File: src/rtl/dragon_pkg.sv
// dragon_pkg: shared codes and field layouts for the dragon controller,
// its head stepper and the body shift-register block.
package dragon_pkg;

    localparam int unsigned CNT_W   = 6;   // frame counter width
    localparam int unsigned COORD_W = 4;   // one grid coordinate
    localparam int unsigned POS_W   = 8;   // {x, y} cell
    localparam int unsigned HEAD_W  = 10;  // {orient, x, y} head word
    localparam int unsigned LEN_W   = 3;   // body length

    // Counter value at which the body block shifts; the head word must be
    // stable before the counter reaches it.
    localparam logic [CNT_W-1:0] SHIFT_POINT = 6'd2;
    localparam logic [LEN_W-1:0] MAX_LEN     = 3'd7;

    typedef enum logic [1:0] {
        PULSE_MOVE = 2'b00,
        PULSE_HEAL = 2'b01,
        PULSE_HIT  = 2'b10,
        PULSE_IDLE = 2'b11
    } pulse_t;

    typedef enum logic [1:0] {
        ORIENT_UP    = 2'b00,
        ORIENT_RIGHT = 2'b01,
        ORIENT_DOWN  = 2'b10,
        ORIENT_LEFT  = 2'b11
    } orient_t;

    typedef struct packed {
        logic [COORD_W-1:0] x;
        logic [COORD_W-1:0] y;
    } cell_t;

    typedef struct packed {
        orient_t            orient;
        logic [COORD_W-1:0] x;
        logic [COORD_W-1:0] y;
    } head_word_t;

    typedef enum logic [1:0] {
        S_IDLE = 2'd0,
        S_HIT  = 2'd1,
        S_HEAL = 2'd2,
        S_GAP  = 2'd3
    } fsm_state_t;

endpackage

File: src/rtl/dragon_head_stepper.sv
// dragon_head_stepper: combinational one-cell step of the head toward a target.
//   cur_head    - current {orient, x, y} head word
//   target      - target cell {x, y}
//   next_head_c - head word after one step (held when already on target)
// Horizontal moves win ties (|dx| == |dy|).
module dragon_head_stepper
    import dragon_pkg::*;
(
    input  head_word_t cur_head,
    input  cell_t      target,
    output head_word_t next_head_c
);

    logic signed [COORD_W:0] dx_c;
    logic signed [COORD_W:0] dy_c;
    logic        [COORD_W:0] adx_c;
    logic        [COORD_W:0] ady_c;

    // Signed distances; one extra bit so the full grid span never overflows
    assign dx_c  = $signed({1'b0, target.x}) - $signed({1'b0, cur_head.x});
    assign dy_c  = $signed({1'b0, target.y}) - $signed({1'b0, cur_head.y});
    assign adx_c = dx_c[COORD_W] ? (COORD_W+1)'(-dx_c) : (COORD_W+1)'(dx_c);
    assign ady_c = dy_c[COORD_W] ? (COORD_W+1)'(-dy_c) : (COORD_W+1)'(dy_c);

    // Step selection
    always_comb begin
        next_head_c = cur_head;
        if ((adx_c >= ady_c) && (dx_c != '0)) begin
            if (!dx_c[COORD_W]) begin
                next_head_c.x      = cur_head.x + COORD_W'(1);
                next_head_c.orient = ORIENT_RIGHT;
            end else begin
                next_head_c.x      = cur_head.x - COORD_W'(1);
                next_head_c.orient = ORIENT_LEFT;
            end
        end else if (dy_c != '0) begin
            if (!dy_c[COORD_W]) begin
                next_head_c.y      = cur_head.y + COORD_W'(1);
                next_head_c.orient = ORIENT_DOWN;
            end else begin
                next_head_c.y      = cur_head.y - COORD_W'(1);
                next_head_c.orient = ORIENT_UP;
            end
        end
    end

endmodule

File: src/rtl/dragon_controller.sv
// dragon_controller: sequences the dragon body block.
//   clk, reset         - clock, asynchronous active-high reset
//   frame_tick         - one-clk pulse per vsync
//   target_pos         - {x, y} player cell, sampled on the head-step clk
//   heal_req, hit_req  - level or pulse growth / damage requests
//   enable             - game running; 0 freezes movement and event service
//   movement_counter   - frame counter 0..MOVE_PERIOD-1
//   orien_and_position - {orient, x, y} head word
//   state_pulse        - MOVE/HEAL/HIT/IDLE one-clk pulses
//   dragon_length      - body segment count 0..MAX_LEN
//   dragon_dead        - sticky, set when a hit empties the body
module dragon_controller
    import dragon_pkg::*;
#(
    parameter logic [CNT_W-1:0] MOVE_PERIOD = 6'd8
) (
    input  logic              clk,
    input  logic              reset,
    input  logic              frame_tick,
    input  logic [POS_W-1:0]  target_pos,
    input  logic              heal_req,
    input  logic              hit_req,
    input  logic              enable,
    output logic [CNT_W-1:0]  movement_counter,
    output logic [HEAD_W-1:0] orien_and_position,
    output logic [1:0]        state_pulse,
    output logic [LEN_W-1:0]  dragon_length,
    output logic              dragon_dead
);

    fsm_state_t state;
    pulse_t     pulse_q;
    head_word_t head_q;
    head_word_t next_head_c;
    cell_t      target_c;
    logic       step_c;
    logic       heal_q;
    logic       hit_q;
    logic       heal_rise_c;
    logic       hit_rise_c;
    logic       heal_pend;
    logic       hit_pend;

    assign target_c           = target_pos;
    assign orien_and_position = head_q;
    assign state_pulse        = pulse_q;

    assign step_c      = frame_tick && enable && (movement_counter == MOVE_PERIOD - 6'd1);
    assign heal_rise_c = heal_req && !heal_q;
    assign hit_rise_c  = hit_req && !hit_q;

    dragon_head_stepper u_stepper (
        .cur_head    (head_q),
        .target      (target_c),
        .next_head_c (next_head_c)
    );

    // Frame counter and head register
    always_ff @(posedge clk or posedge reset) begin
        if (reset) begin
            movement_counter <= '0;
            head_q           <= '0;
        end else if (frame_tick && enable) begin
            if (step_c) begin
                movement_counter <= '0;
                head_q           <= next_head_c;
            end else begin
                movement_counter <= movement_counter + 6'd1;
            end
        end
    end

    // Request capture, event FSM, length tracking and pulse register.
    // Later assignments override the defaults at the top of the else branch.
    always_ff @(posedge clk or posedge reset) begin
        if (reset) begin
            state         <= S_IDLE;
            pulse_q       <= PULSE_IDLE;
            dragon_length <= '0;
            dragon_dead   <= 1'b0;
            heal_pend     <= 1'b0;
            hit_pend      <= 1'b0;
            heal_q        <= 1'b0;
            hit_q         <= 1'b0;
        end else begin
            heal_q <= heal_req;
            hit_q  <= hit_req;
            if (heal_rise_c) heal_pend <= 1'b1;
            if (hit_rise_c)  hit_pend  <= 1'b1;
            // MOVE only reaches the bus when the next state is IDLE or GAP
            pulse_q <= step_c ? PULSE_MOVE : PULSE_IDLE;

            case (state)
                // GAP arbitrates like IDLE so that queued events follow
                // back-to-back with a single IDLE clk between them
                S_IDLE, S_GAP: begin
                    if (enable && hit_pend) begin
                        state   <= S_HIT;
                        pulse_q <= PULSE_HIT;
                        if (!hit_rise_c) hit_pend <= 1'b0;
                        if (dragon_length != '0) begin
                            dragon_length <= dragon_length - 3'd1;
                            if (dragon_length == 3'd1) dragon_dead <= 1'b1;
                        end
                    end else if (enable && heal_pend) begin
                        if (!heal_rise_c) heal_pend <= 1'b0;
                        if (dragon_dead) begin
                            state <= S_IDLE;
                        end else begin
                            state   <= S_HEAL;
                            pulse_q <= PULSE_HEAL;
                            if (dragon_length != MAX_LEN) begin
                                dragon_length <= dragon_length + 3'd1;
                            end
                        end
                    end else begin
                        state <= S_IDLE;
                    end
                end
                S_HIT, S_HEAL: begin
                    state <= S_GAP;
                end
                default: begin
                    state <= S_IDLE;
                end
            endcase
        end
    end

endmodule

File: config.mk
export PLATFORM = sky130hd
export DESIGN_NAME = dragon_controller
export DESIGN_NICKNAME = d
export VERILOG_FILES = /design/src/rtl/dragon_pkg.sv /design/src/rtl/dragon_head_stepper.sv /design/src/rtl/dragon_controller.sv
export SDC_FILE = /design/constraint.sdc
export NUM_CORES = 1
export LEC_CHECK = 0
export CAP_MARGIN = 10
export CORE_ASPECT_RATIO = 0.9
export CORE_MARGIN = 2
export CORE_UTILIZATION = 52
export CTS_BUF_LIST = sky130_fd_sc_hd__clkbuf_16
export DETAILED_ROUTE_END_ITERATION = 10
export PLACE_DENSITY = 0.76
export SKIP_CTS_REPAIR_TIMING = 1
export SLEW_MARGIN = 20
export SYNTH_ARGS = -nofsm -noshare
export SYNTH_HDL_FRONTEND = slang
export SYNTH_SLANG_ARGS = --single-unit
File: constraint.sdc
create_clock -name clk -period 4.2 [get_ports clk]
set_clock_uncertainty 0.05 [all_clocks]
set_input_delay 0.42 -clock clk [delete_from_list [all_inputs] [get_ports clk]]
set_output_delay 0.42 -clock clk [all_outputs]
set_load 0.02 [all_outputs]
### Word level (Yosys, flattened, before mapping)

Index checks and enable logic that the tools add are counted.

| word-level totals | value |
|---|---|
| bits in registers | 28 |
| word-level logic and storage cells | 87 |

| operators by class | value |
|---|---|
| $add $sub $neg | 11 |
| $lt $le $gt $ge | 1 |
| equal/unequal tests | 8 |
| muxes and demuxes | 31 |
| bitwise gates (word level) | 1 |
| reduce and logical (&&, ||, !) cells | 23 |

Operator list:

| cell | number |
|---|---|
| 2-to-1 mux 2 bit | 11 |
| 2-to-1 mux 3 bit | 5 |
| 2-to-1 mux 6 bit | 2 |
| 2-to-1 mux 5 bit | 2 |
| negator 5 bit | 2 |
| nonzero test 5 bit | 2 |
| subtractor 4 x 4 -> 5 bit | 2 |
| 2-to-1 mux 1 bit | 9 |
| adder 4 x 1 -> 4 bit (second input constant) | 2 |
| AND reduction 4 bit | 2 |
| subtractor 4 x 1 -> 4 bit (second input constant) | 2 |
| logical AND 1 bit | 7 |
| adder 6 x 1 -> 6 bit (second input constant) | 1 |
| equality test 6 x 3 -> 1 bit (second input constant) | 1 |
| AND reduction 3 bit | 2 |
| nonzero test 2 bit | 3 |
| greater-or-equal comparator 5 bit | 1 |
| AND reduction 5 bit | 1 |
| equality test 2 bit (second input constant) | 2 |
| 2-to-1 mux 4 bit | 1 |
| != test 2 x 1 -> 1 bit (second input constant) | 2 |
| one-hot mux 2 bit (2 select lines) | 1 |
| OR reduction 2 bit | 2 |
| adder 3 x 1 -> 3 bit (second input constant) | 1 |
| other kinds (8) | 9 |

### Logic depth before layout (Yosys ltp)

| depth | value |
|---|---|
| depth in word-level cells | 7 |
| depth in mapped cells | 15 |
| gate-level depth less buffers | 15 |

### Hierarchy

Synthesis repeated with hierarchy kept, for this count alone.

| unflattened totals | value |
|---|---|
| cells, all modules | 200 |
| area, all modules | 2119.5 sq um |

Modules (own cells, without submodules):

| module | instances | cells each | area an instance (sq um) |
|---|---|---|---|
| dragon_controller | 1 | 99 | 1286.2 |
| dragon_head_stepper | 1 | 101 | 833.3 |

### Worst setup path after synthesis

Ideal clock, no wire load.

| timing path | value |
|---|---|
| path kind | register to register |
| start point | reg head_q, in the netlist orien_and_position[4] |
| end point | reg head_q, in the netlist orien_and_position[9] |
| arrival time | 3529 ps |
| slack | 496 ps |
| cell stages (with the launch flop) | 15 |
| buffers on the path | 0 |
| clock period less this slack | 3704 ps |
| path through | dfrtp_1 > ha_1 > inv_1 > fa_1 > a21o_2 > a21oi_2 > nor2b_1 > xnor2_1 > ha_1 > a21o_1 > a31oi_1 > o21ai_0 > o311ai_4 > nand2_2 > mux2_4 |

| between the ends | value |
|---|---|
| cells in the longest elaborated chain, start to end | 7 |
| elaborated cells between the ends (all ways) | 10 |
| those cells by class | 2 x add/sub; 1 x order compare; 3 x mux; 4 x reduce/logical |

Ends and longest elaborated chain:

| what | RTL line | source |
|---|---|---|
| start: declaration | dragon_controller.sv:33 | `head_word_t head_q;` |
| start signal: assignment | dragon_controller.sv:66 | `head_q <= next_head_c;` |
| subtractor 4 x 4 -> 5 bit * | dragon_head_stepper.sv:20 | `assign dx_c = $signed({1'b0, target.x}) - $signed({1'b0, cur_head.x});` |
| negator 5 bit | dragon_head_stepper.sv:22 | `assign adx_c = dx_c[COORD_W] ? (COORD_W+1)'(-dx_c) : (COORD_W+1)'(dx_c);` |
| 2-to-1 mux 5 bit | dragon_head_stepper.sv:22 |  |
| greater-or-equal comparator 5 bit | dragon_head_stepper.sv:28 | `if ((adx_c >= ady_c) && (dx_c != '0)) begin` |
| logical AND 1 bit | dragon_head_stepper.sv:28 |  |
| nonzero test 2 bit (no source line) | -- |  |
| AND reduction 3 bit (no source line) | -- |  |

Every way passes the cells marked *; elsewhere a longest branch is shown, timed or not.
A chain may end at the register's enable or synchronous reset.

### Final worst setup path

| timing path | value |
|---|---|
| start point | in target_pos[4] |
| end point | reg head_q, in the netlist orien_and_position[1] |

| between the ends | value |
|---|---|
| cells in the longest elaborated chain, start to end | 7 |
| elaborated cells between the ends (all ways) | 8 |
| those cells by class | 2 x add/sub; 1 x order compare; 1 x mux; 1 x bitwise; 3 x reduce/logical |

Ends and longest elaborated chain:

| what | RTL line | source |
|---|---|---|
| start: declaration | dragon_controller.sv:20 | `input logic [POS_W-1:0] target_pos,` |
| subtractor 4 x 4 -> 5 bit * | dragon_head_stepper.sv:20 |  |
| negator 5 bit | dragon_head_stepper.sv:22 |  |
| 2-to-1 mux 5 bit | dragon_head_stepper.sv:22 |  |
| greater-or-equal comparator 5 bit | dragon_head_stepper.sv:28 |  |
| logical AND 1 bit * | dragon_head_stepper.sv:28 |  |
| NOT 1 bit (no source line) * | -- |  |
| AND reduction 4 bit (no source line) * | -- |  |

Marks and branches as above.

==> out/metrics.yaml <==
outcome:
  status: "complete, no violations"
grt:
  grt_overflow: 0
  grt_usage_pct: 19.1
  grt_max_degree: 29
  grt_pass1_vias: 1471
  grt_pass1_wl_um: 6400
  antenna_found_initial: 0
drt:
  drc: 0
  postRouteWirelength_um: 3500
  num_vias: 1461
  ant_nets: 0
  dr.pass1.iters: 5
  wl_per_cell_um: 12.5
  drt_iter0_markers: 79
  vias_per_cell: 5.20
logic_synthesis:
  ys_seq_area_share_pct: 35.9
  synth.top_cells.by_area: "dfrtp_1 (33%), ha_1 (16%), xnor2_1 (8.1%)"
  synthMostInstantiatedCell: "dfrtp_1"
  avgSynthCellArea_um2: 9.99
  synth_edf_count: 0
  synth_top_cell_by_area: "dfrtp_1"
  ys_types: 35
  synth_compound_area_share_pct: 13.5
  async_flop_share_pct: 100
  yosysWarnings: 0
  synth-xor-area-share_pct: 9.84
  synth_top_area_share_pct: 33.2
  yosys.area_share.simple_pct: 12.5
  yosys-mux-area-fraction_pct: 3.71
  synth_ff_type: "dfrtp_1"
  synth_adder_area_share_pct: 20.1
  synth_top_family_by_area: "adder cells"
  netlist_instances: 196
  synth-seq-cells: 28
  syn_area_um2: 1960
  synth_common_cells: "dfrtp_1 (26), ha_1 (25), inv_1 (19), nand2_1 (18), xnor2_1 (18)"
  synth_fp_nets: 239
floorplan:
  die-area_um2: 4270
  io_pins: 36
  num_rows: 21
  start_util_pct: 53.6
  coreArea_um2: 3650
  die_x_um: 68.7
  die-height_um: 62.2
sta:
  fin_crit_sh_pct: 87.7
  tightest_slew_ns: 0.630
  setup_viol: 0
  setup_ws_ns: 0.517
  clock.fmax_mhz: 272
  fin_tns_setup_ns: 0
  hold_violations: 0
  rsz0062_at_grt: "no"
  period_minus_slack_ns: 3.68
  slew_headroom_pct: 57.7
  slew_violations: 0
setup_path:
  cp.required_ns: 4.30
  critPathArrivalTime_ns: 3.78
  critPathLaunchType: "input port"
  critPathMaxFanout: 11
  reg2reg_setup_slack_ns: 0.58
  reg2reg_depth: 14
  critical_path_class: "input port to flop"
  cp-end-kind: "flop"
placed_design:
  hpwl_um: 2650
  dp_cells: 277
  gp_congestion: 0.742
  io_buffers: 35
  pre_cts_ws_ns: 0.256
  place_area_um2: 2360
power:
  total_power_mw: 2.14
  cellPowerDensity_nw_per_um2: 868
  peakVddDrop_mv: 0.430
  p_leak_nw: 1.16
clock_tree:
  numCtsBuffers: 3
  cts-htree-levels: 1
  cts.sinks: 28
  clk_pin_slew_worst_paths_ns: 0.07
  cts_tree: "yes"
  clock_latency_ns: 0.26
  clockBufferDepth: 2
  root_buffer: "clkbuf_16"
layout:
  final_cells: 281
  final_nets: 279
  syn_to_final_growth_pct: 26.1
  fin_area_um2: 2470
  drive_gt1_share_pct: 8.51
  n_antenna_cell: 0
hold_path:
  hold_path_depth: 1
  hold_class: "flop to flop"
job:
  maxCapViolations: 0
[through the flow]
| stage | util, % | hold slack [ns] |
|---|---|---|
| floorplan | - | 0.350 |
| global placement | 64.7 | 0.352 |
| detailed placement | 64.7 | 0.361 |
| CTS | 67.6 | 0.370 |
| global route | 67.6 | 0.396 |
| finish | 67.6 | 0.368 |
[cells by family (layout without fill, tap and decap cells)]
family,Yosys count,count (layout)
simple gates,51,51
compound gates,39,39
fa+ha+maj,29,29
flops,28,28
xor+xnor,22,22
buf+inv,21,60
mux,6,6
[path summary, 6_finish.rpt]
kind | startpoint | endpoint
max | target_pos[4] | orien_and_position[1]
min | hit_q | hit_pend
max reg2reg | orien_and_position[4] | orien_and_position[1]
min reg2reg | hit_q | hit_pend
max in group asynchronous | reset | state[1]
min in group asynchronous | reset | orien_and_position[3]
[critical path: stages]
cell,delay [ns]
clkdlybuf4s50_1,0.40
inv_1,0.05
ha_1,0.13
inv_1,0.06
fa_1,0.39
a21o_2,0.21
a21oi_2,0.15
buf_4,0.21
nand2_1,0.09
xnor2_1,0.13
ha_1,0.30
nand2_1,0.04
o21ai_0,0.49
o31ai_1,0.20
nand2_1,0.20
mux2_4,0.31
[layer usage]
layer  share of wire [%]  wire [µm]  vias to the layer above  GRT usage [%]
met4                0.40         14                        0           2.00
met2                  46       1630                       36           30.8
met3                 4.4        155                        4           4.17
met5                   0          0                        -              0
met1                  49       1700                      675           26.9
li1                    -          -                      746              -
[final cells by class]
class / count / area [µm²]
clock buffers: 3 / 75.1
repair buffers: 37 / 365
multi-input cells: 147 / 1170
well taps: 46 / 57.6
fillers: 317 / 1180
flip-flops and latches: 28 / 703
clock inverters: 1 / 30.0
inverters: 19 / 71.3
[registers in the layout (all words and copies together) (netlist names), 2 cells and up]
signal and count:
orien_and_position 10, movement_counter 6, dragon_length 3, state 2, state_pulse 2
[cell usage in the layout (no fill, tap or decap), types with 4 or more instances in the layout]
master	netlist	final
a21o_1	6	6
a21oi_1	9	9
clkdlybuf4s50_1	0	35
dfrtp_1	26	26
fa_1	4	4
ha_1	25	25
inv_1	19	18
nand2_1	18	18
nand3_1	8	8
nor2_1	9	9
o21ai_0	12	12
xnor2_1	18	18
xor2_1	4	4
[power by group]
group	internal (mW)	total (mW)	leakage (nW)	switching, mW
combinational	0.643	1.37	0.780	0.729
clock	0.190	0.279	0.0511	0.0890
sequential	0.383	0.494	0.332	0.111
Power figures use the tool's default switching activity.
